$ cat src/rtl/uart_fifo_pkg.sv
// Shared constants and entry layout for the UART16550 TX/RX FIFOs.
// Error bits sit above the data bits in each stored entry.
package uart_fifo_pkg;

  localparam int UART_DWIDTH     = 8;
  localparam int UART_FIFO_DEPTH = 16;
  localparam int UART_EWIDTH     = 3;

  // Bit positions inside the RX error field {break, framing, parity}
  localparam int ERR_PARITY  = 0;
  localparam int ERR_FRAMING = 1;
  localparam int ERR_BREAK   = 2;

  typedef struct packed {
    logic [UART_EWIDTH-1:0] err;
    logic [UART_DWIDTH-1:0] data;
  } uart_entry_t;

endpackage

$ cat src/rtl/uart_fifo_mem.sv
// FIFO storage array: synchronous write, asynchronous read, contents never reset.
module uart_fifo_mem
  import uart_fifo_pkg::*;
#(
  parameter int DWIDTH = UART_DWIDTH,
  parameter int DEPTH  = UART_FIFO_DEPTH,
  parameter int EWIDTH = UART_EWIDTH,
  localparam int AW    = $clog2(DEPTH),
  localparam int W     = EWIDTH + DWIDTH
) (
  input  logic          clk,
  input  logic          i_we,
  input  logic [AW-1:0] i_waddr,
  input  logic [W-1:0]  i_wdata,
  input  logic [AW-1:0] i_raddr,
  output logic [W-1:0]  o_rdata
);

  logic [W-1:0] r_mem [DEPTH];

  always_ff @(posedge clk) begin
    if (i_we) r_mem[i_waddr] <= i_wdata;
  end

  assign o_rdata = r_mem[i_raddr];

endmodule

$ cat src/rtl/uart_fifo_pro.sv
// Circular-buffer FIFO with occupancy counter, per-entry error bits and an
// error-in-FIFO flag, for the UART16550 TX/RX paths.
module uart_fifo_pro
  import uart_fifo_pkg::*;
#(
  parameter int DWIDTH = UART_DWIDTH,
  parameter int DEPTH  = UART_FIFO_DEPTH,
  parameter int EWIDTH = UART_EWIDTH,
  localparam int CW    = $clog2(DEPTH) + 1
) (
  input  logic              clk,
  input  logic              rst,
  input  logic              en,
  input  logic              flush,
  input  logic              push_in,
  input  logic              pop_in,
  input  logic [DWIDTH-1:0] din,
  input  logic [EWIDTH-1:0] ein,
  input  logic [CW-1:0]     threshold,
  output logic [DWIDTH-1:0] dout,
  output logic [EWIDTH-1:0] eout,
  output logic              empty,
  output logic              full,
  output logic [CW-1:0]     count,
  output logic              thre_trigger,
  output logic              overrun,
  output logic              underrun,
  output logic              err_in_fifo
);

  localparam int AW = $clog2(DEPTH);

  if (DEPTH < 2 || (DEPTH & (DEPTH - 1)) != 0) begin : g_bad_depth
    $error("uart_fifo_pro: DEPTH must be a power of two and at least 2");
  end

  typedef struct packed {
    logic [EWIDTH-1:0] err;
    logic [DWIDTH-1:0] data;
  } entry_t;

  logic [AW-1:0] r_wptr;
  logic [AW-1:0] r_rptr;
  logic [CW-1:0] r_count;
  logic [CW-1:0] r_err_cnt;
  logic          r_overrun;
  logic          r_underrun;

  logic   w_empty;
  logic   w_full;
  logic   w_clear;
  logic   w_pop;
  logic   w_push;
  logic   w_err_in;
  logic   w_err_out;
  entry_t w_wentry;
  entry_t w_rentry;
  entry_t w_head;

  assign w_empty = (r_count == '0);
  assign w_full  = (r_count == CW'(DEPTH));
  assign w_clear = flush | ~en;

  // A push into a full FIFO is only legal when the head leaves on the same edge
  assign w_pop  = pop_in & ~w_empty;
  assign w_push = push_in & (~w_full | w_pop);

  assign w_wentry.err  = ein;
  assign w_wentry.data = din;

  uart_fifo_mem #(
    .DWIDTH (DWIDTH),
    .DEPTH  (DEPTH),
    .EWIDTH (EWIDTH)
  ) u_mem (
    .clk     (clk),
    .i_we    (w_push & ~w_clear & ~rst),
    .i_waddr (r_wptr),
    .i_wdata (w_wentry),
    .i_raddr (r_rptr),
    .o_rdata (w_rentry)
  );

  assign w_head    = w_empty ? '0 : w_rentry;
  assign w_err_in  = w_push & (|ein);
  assign w_err_out = w_pop & (|w_head.err);

  always_ff @(posedge clk) begin
    if (rst || w_clear) begin
      r_wptr     <= '0;
      r_rptr     <= '0;
      r_count    <= '0;
      r_err_cnt  <= '0;
      r_overrun  <= 1'b0;
      r_underrun <= 1'b0;
    end else begin
      if (w_push) r_wptr <= r_wptr + AW'(1);
      if (w_pop)  r_rptr <= r_rptr + AW'(1);

      case ({w_push, w_pop})
        2'b10:   r_count <= r_count + CW'(1);
        2'b01:   r_count <= r_count - CW'(1);
        default: r_count <= r_count;
      endcase

      case ({w_err_in, w_err_out})
        2'b10:   r_err_cnt <= r_err_cnt + CW'(1);
        2'b01:   r_err_cnt <= r_err_cnt - CW'(1);
        default: r_err_cnt <= r_err_cnt;
      endcase

      r_overrun  <= push_in & w_full & ~w_pop;
      r_underrun <= pop_in & w_empty;
    end
  end

  assign dout         = w_head.data;
  assign eout         = w_head.err;
  assign empty        = w_empty;
  assign full         = w_full;
  assign count        = r_count;
  // count never exceeds DEPTH, so thresholds above DEPTH never trigger
  assign thre_trigger = (threshold != '0) & (r_count >= threshold);
  assign overrun      = r_overrun;
  assign underrun     = r_underrun;
  assign err_in_fifo  = (r_err_cnt != '0);

endmodule

$ cat config.mk
export PLATFORM = sky130hd
export DESIGN_NAME = uart_fifo_pro
export DESIGN_NICKNAME = d
export VERILOG_FILES = /design/src/rtl/uart_fifo_pkg.sv /design/src/rtl/uart_fifo_mem.sv /design/src/rtl/uart_fifo_pro.sv
export SDC_FILE = /design/constraint.sdc
export NUM_CORES = 1
export LEC_CHECK = 0
export BUFFER_PORTS_ARGS = -buffer_cell sky130_fd_sc_hd__buf_2
export CORE_MARGIN = 3
export CORE_UTILIZATION = 55
export CTS_CLUSTER_SIZE = 10
export DETAILED_ROUTE_END_ITERATION = 6
export PLACE_DENSITY = 0.73
export SLEW_MARGIN = 30
export SYNTH_ARGS = -nofsm -noshare
export SYNTH_HDL_FRONTEND = slang
export SYNTH_SLANG_ARGS = --single-unit
$ cat constraint.sdc
create_clock -name clk -period 3.6 [get_ports clk]
set_clock_uncertainty 0.05 [all_clocks]
set_input_delay 0.36 -clock clk [delete_from_list [all_inputs] [get_ports clk]]
set_output_delay 0.36 -clock clk [all_outputs]
set_load 0.05 [all_outputs]
==> flow_summary_export.csv, run 1 <==
group,metric,value,unit
outcome,outcome,"completed",
pwr,power,4380,µW
clock_tree,cts-buffers-inserted,17,
layout,multiInputGateArea,0.00225,mm²
layout,synthToLayoutAreaGrowth,13.9,%
die,start_util,57.4,%
global_routing,grtUsageTotal,21.1,%
pwr,p_sw,869,µW
layout,drive_gt1_share,31.5,%
global_routing,grt_pass1_vias,4356,
clock_tree,cts_root_buf,"clkbuf_16",
clock_tree,cts_sinks,200,
pwr,clkPwrFrac,39.3,%
clock_tree,clk_pin_slew,70,ps
clock_tree,cts_htree_levels,4,
sta,hold_violations,0,
detailed_routing,drcViolationCount,0,
sta,slew_headroom,53.2,%
clock_tree,cts_tree,"yes",
sta,fmaxAchievable,0.292,GHz
logic_synthesis,synth_top_area_share,64.9,%
logic_synthesis,synth.most_common_cell,"edfxtp_1",
die,core-area,0.0142,mm²
logic_synthesis,ys_seq_elements,200,
pwr,p_leak,0.00316,µW
logic_synthesis,synth_flop_cell,"edfxtp_1",
layout,n_antenna_cell,0,
logic_synthesis,synth_commonest_cells,"176 x edfxtp_1, 53 x mux4_2, 35 x nor2_1",
detailed_routing,viasPerCell,5.94,
logic_synthesis,synthCells,441,
pwr,powerDensity,472,mW/mm²
place,port_buffers,43,
logic_synthesis,synthTopCellsByArea,"edfxtp_1 65%, mux4_2 15%, dfxtp_1 5.9%",
clock_tree,clk_latency,420,ps
sta,min_period_over_period,95.2,%
clock_tree,cts_setup_buffers,0,
sta,worst-slew-pin-transition,699,ps
die,die-area,0.0163,mm²
global_routing,grt_pass1_wl,25000,µm
pwr,seqPwrFrac,57.7,%
clock_tree,postCtsHoldBufs,0,
logic_synthesis,ys_types,40,
critical_path,cp-end-kind,"register",
detailed_routing,drtIter0Drc,392,
logic_synthesis,yosysTopAreaCell,"edfxtp_1",
detailed_routing,first_pass_iters,4,
die,num_rows,43,
detailed_routing,vias,4183,
logic_synthesis,synthArstFlopShare,0,%
logic_synthesis,syn-cell-area,0.00815,mm²
critical_path,required,3900,ps
logic_synthesis,synth.avg_cell_area,18.5,µm²
die,num_io_pins,44,
logic_synthesis,syn_nets,482,
detailed_routing,routed_wl,15800,µm
pwr,swShare,19.8,%
logic_synthesis,synth-edff-count,176,
pwr,p_int,3510,µW
place,dp_hpwl,10300,µm
sta,drv_slew,0,
global_routing,overflow,0,
die,die_y,128,µm
sta,final.min_clock_period,3430,ps
sta,setup_viol,0,
critical_path,cp.arrival,3730,ps
global_routing,grt_max_degree,34,
worst_hold_path,hold_class,"in2reg",
clock_tree,clockBufferDepth,2,
logic_synthesis,ys.warnings.count,0,
pwr,peakVddDrop,0.347,mV
job,drv_cap,0,
layout,fill_cells,972,
sta,rsz0062_at_grt,"false",
layout,seq_area,0.00577,mm²
pwr,combPwrFrac,3.1,%
die,die_x,128,µm
logic_synthesis,seq_area_frac_synth,70.8,%
layout,fin_nets,552,
sta,timing.setup.tns,0,ps
global_routing,antenna_found_initial,0,
critical_path,crit_fanout,9,
detailed_routing,final_antenna_net_count,0,
critical_path,worstSetupPathType,"reg2reg",
detailed_routing,wl_per_cell,22.4,µm
critical_path,cp-start-kind,"register",
place,place_congestion,0.798,
==> layout make-up <==
class | count | area share [%]
Timing Repair Buffer | 71 | 4.76
Tap cell | 180 | 2.43
Clock buffer | 23 | 4.83
Inverter | 16 | 0.647
Sequential cell | 200 | 62.2
Clock inverter | 9 | 0.863
Multi-Input combinational cell | 205 | 24.3
==> worst max-delay path: stages (launching register included) <==
cell,delay [ps]
dfxtp_4,400
buf_12,160
mux4_2,510
a22oi_1,250
nand3_1,130
nor3_2,240
nor2_1,70
ha_1,260
ha_1,330
nor2b_1,150
o21a_1,170
nor2_1,110
xnor2_1,80
or3_1,310
a21oi_1,130
==> state kept, by name, indices dropped and copies added (netlist names), named ones only <==
name / flops
count: 5
overrun: 1
r_err_cnt: 5
r_rptr: 4
r_wptr: 4
u_mem.r_mem: 176
underrun: 1
==> logic make-up after synthesis <==
group / after synthesis / synth area share [%]
mux: 56 / 15.0
buf+inv: 36 / 1.87
fa+ha+maj: 19 / 3.10
flops: 200 / 70.8
simple gates: 88 / 5.30
compound gates: 29 / 2.55
xor+xnor: 13 / 1.40
==> power by group through the flow <==
stage               Sequential (µW)  Combinational, µW  Clock, µW
global route                   2520                149       1860
CTS                            2530                137       1750
finish                         2530                135       1720
global placement               2580                130          0
detailed placement             2580                136          0
floorplan                      2580               72.8          0
==> per-layer routing <==
metal / global-route usage (%) / part of all wire [%] / vias to the layer above
met1: 29.2 / 41 / 2155
met2: 33.2 / 51 / 133
li1: - / - / 1872
met5: 0 / 0 / -
met4: 7.37 / 1.8 / 0
met3: 5.33 / 6.4 / 23
==> cell usage in the layout (no fill, tap or decap), types with 3 or more instances in the layout <==
cell type	instances
nor4_1	3
buf_2	43
ha_1	17
inv_1	15
clkinv_2	3
edfxtp_1	176
xnor2_1	6
dfxtp_1	22
xor2_1	7
nand3_1	5
nor2_1	35
nor2b_1	14
buf_4	26
a21o_1	6
mux4_2	53
nor3_2	5
clkbuf_1	6
clkbuf_16	17
a21oi_1	10
mux2i_1	3
nand2b_1	3
nand2_1	13
clkinvlp_4	3
==> final timing paths <==
path	end	slack (ps)	depth (start not counted)	start
max	r_err_cnt[4]$_SDFFE_PP0P_	170	14	register
min	overrun$_SDFF_PP0_	160	2	pop_in
max reg2reg	r_err_cnt[4]$_SDFFE_PP0P_	170	14	register
min reg2reg	r_err_cnt[4]$_SDFFE_PP0P_	460	2	r_err_cnt[4]$_SDFFE_PP0P_
==> per-stage QoR <==
step	cells	setup slack, ps	hold WS, ps	util, %	area (µm²)
detailed placement	672	57.7	443	61.5	8740
global placement	672	165	427	61.5	8740
CTS	704	41.0	135	65.3	9270
floorplan	441	265	388	-	8150
global route	704	3.96	158	65.3	9280
finish	704	175	156	65.3	9280
==> timing repair <==
item                                    in CTS  in global routing
endpoints found under the hold margin        0                  0
resized for setup                            0                  3
endpoints found under the setup margin       0                 10
No activity file was read; power rests on OpenSTA's default activity.
==> run 2, diff against run 1 <==
--- a/config.mk
+++ b/config.mk
@@ -6,6 +6,7 @@
 export NUM_CORES = 1
 export LEC_CHECK = 0
 export BUFFER_PORTS_ARGS = -buffer_cell sky130_fd_sc_hd__buf_2
+export CORE_ASPECT_RATIO = 1.1
 export CORE_MARGIN = 3
 export CORE_UTILIZATION = 55
 export CTS_CLUSTER_SIZE = 10
==> flow_summary_export.csv, run 2 (synthesis results as in run 1) <==
group,metric,value,unit
critical_path,cp-end-kind,"register",
sta,rsz0062_at_grt,"false",
layout,n_antenna_cell,0,
clock_tree,cts-buffers-inserted,17,
pwr,power,4390,µW
job,drv_cap,0,
die,num_io_pins,44,
sta,worst-slew-pin-transition,710,ps
detailed_routing,dr_wl_met2,8090,µm
clock_tree,clk_pin_slew,60,ps
global_routing,antenna_found_initial,0,
clock_tree,postCtsHoldBufs,0,
detailed_routing,wl_met1,6460,µm
detailed_routing,top_layer,"met4",
clock_tree,cts_sinks,200,
sta,timing.setup.tns,0,ps
detailed_routing,drcViolationCount,0,
layout,final_cell_mix,"176 x edfxtp_1, 53 x mux4_2, 43 x buf_2, 35 x nor2_1, 23 x buf_4",
global_routing,grtUsageTotal,20.8,%
detailed_routing,final_antenna_net_count,0,
critical_path,worstSetupPathType,"reg2reg",
sta,setup_viol,0,
sta,fmaxAchievable,0.296,GHz
layout,stdcell_count,714,
place,dp.cells,682,
die,start_util,56.4,%
global_routing,grt_max_degree,25,
layout,synthToLayoutAreaGrowth,14.2,%
die,die_y,134,µm
critical_path,cp.arrival,3680,ps
clock_tree,clk_latency,430,ps
critical_path,crit_fanout,13,
layout,regMostFlops,"u_mem.r_mem",
critical_path,required,3900,ps
detailed_routing,dr_wl_met3,795,µm
place,dp_hpwl,9970,µm
sta,final.min_clock_period,3380,ps
pwr,powerDensity,472,mW/mm²
detailed_routing,routed_wl,15500,µm
worst_hold_path,hp-start,"pop_in",
layout,final_common_cell,"edfxtp_1",
sta,hold_violations,0,
global_routing,grt_pass1_vias,4240,
pwr,p_leak,0.00317,µW
detailed_routing,vias,4111,
pwr,peakVddDrop,0.350,mV
detailed_routing,wl_per_cell,21.8,µm
layout,largest_reg_flops,176,
detailed_routing,first_pass_iters,4,
layout,drive_gt1_share,32.0,%
die,num_rows,46,
clock_tree,cts_root_buf,"clkbuf_16",
sta,drv_slew,0,
die,die_x,122,µm
worst_hold_path,hold_class,"in2reg",
detailed_routing,viasPerCell,5.76,
clock_tree,cts_tree,"yes",
sta,slew_headroom,52.5,%
clock_tree,cts_htree_levels,4,
global_routing,overflow,0,
outcome,outcome,"completed",
place,port_buffers,43,
die,die-area,0.0163,mm²
sta,min_period_over_period,93.8,%
global_routing,grt_pass1_wl,24500,µm
detailed_routing,drtIter0Drc,343,
place,place_congestion,0.835,
critical_path,cp-start-kind,"register",
layout,fin_nets,550,
clock_tree,clockBufferDepth,2,
die,core-area,0.0144,mm²
==> run 2: cell types whose count changed in the layout (fill, tap and decap cells not counted), moves of 2 or more <==
cell	change
inv_4	+2
clkbuf_8	+2
clkinvlp_4	-2
clkbuf_1	-2
buf_4	-3
==> run 2: power by group <==
part           leakage, µW  internal, µW  switching, µW
combinational      0.00113          42.7           92.6
clock             0.000267           956            771
sequential         0.00178          2520           3.18
==> run 2: what timing repair did <==
action,4_1_cts,5_1_grt
buffers inserted,0,0
endpoints found under the setup margin,0,1
gates resized for setup,0,6
==> run 2: path summary, 6_finish.rpt <==
kind                          endpoint  slack, ps  depth (start not counted)
max reg2reg  r_err_cnt[4]$_SDFFE_PP0P_        220                         13
max          r_err_cnt[4]$_SDFFE_PP0P_        220                         13
min reg2reg  r_err_cnt[4]$_SDFFE_PP0P_        460                          2
min                 overrun$_SDFF_PP0_        170                          2
==> run 2: through the flow <==
step / hold WS (ps) / util, % / instance area [µm²] / worst slack [ps]
6_report: 168 / 64.4 / 9300 / 222
5_1_grt: 173 / 64.4 / 9300 / 40.2
4_1_cts: 154 / 64.2 / 9280 / 86.8
3_5_place_dp: 447 / 60.5 / 8740 / 126
3_3_place_gp: 429 / 60.5 / 8740 / 200
2_1_floorplan: 388 / - / 8150 / 265
==> run 2: layout make-up <==
cell class	instances	area, µm²
Tap cell	192	240
Timing Repair Buffer	69	430
Clock inverter	8	43.8
Multi-Input combinational cell	205	2270
Inverter	16	60.1
Fill cell	987	5140
Sequential cell	200	5770
Clock buffer	24	493
==> run 2: metal layers <==
| metal | global-route usage, % | vias to the layer above |
|---|---|---|
| li1 | - | 1862 |
| met1 | 28.1 | 2105 |
| met2 | 34.1 | 127 |
| met3 | 4.97 | 17 |
| met4 | 6.04 | 0 |
| met5 | 0 | - |
==> run 2: critical path, cell delays in order, from the launching register on <==
cell     delay, ps
dfxtp_2        340
buf_12         150
mux4_2         510
mux4_2         530
nor3_4         160
nor2_1          60
ha_2           220
ha_1           310
nor2b_1        160
o21a_1         180
nor2_1         110
xnor2_1         80
or3_1          310
a21oi_1        140
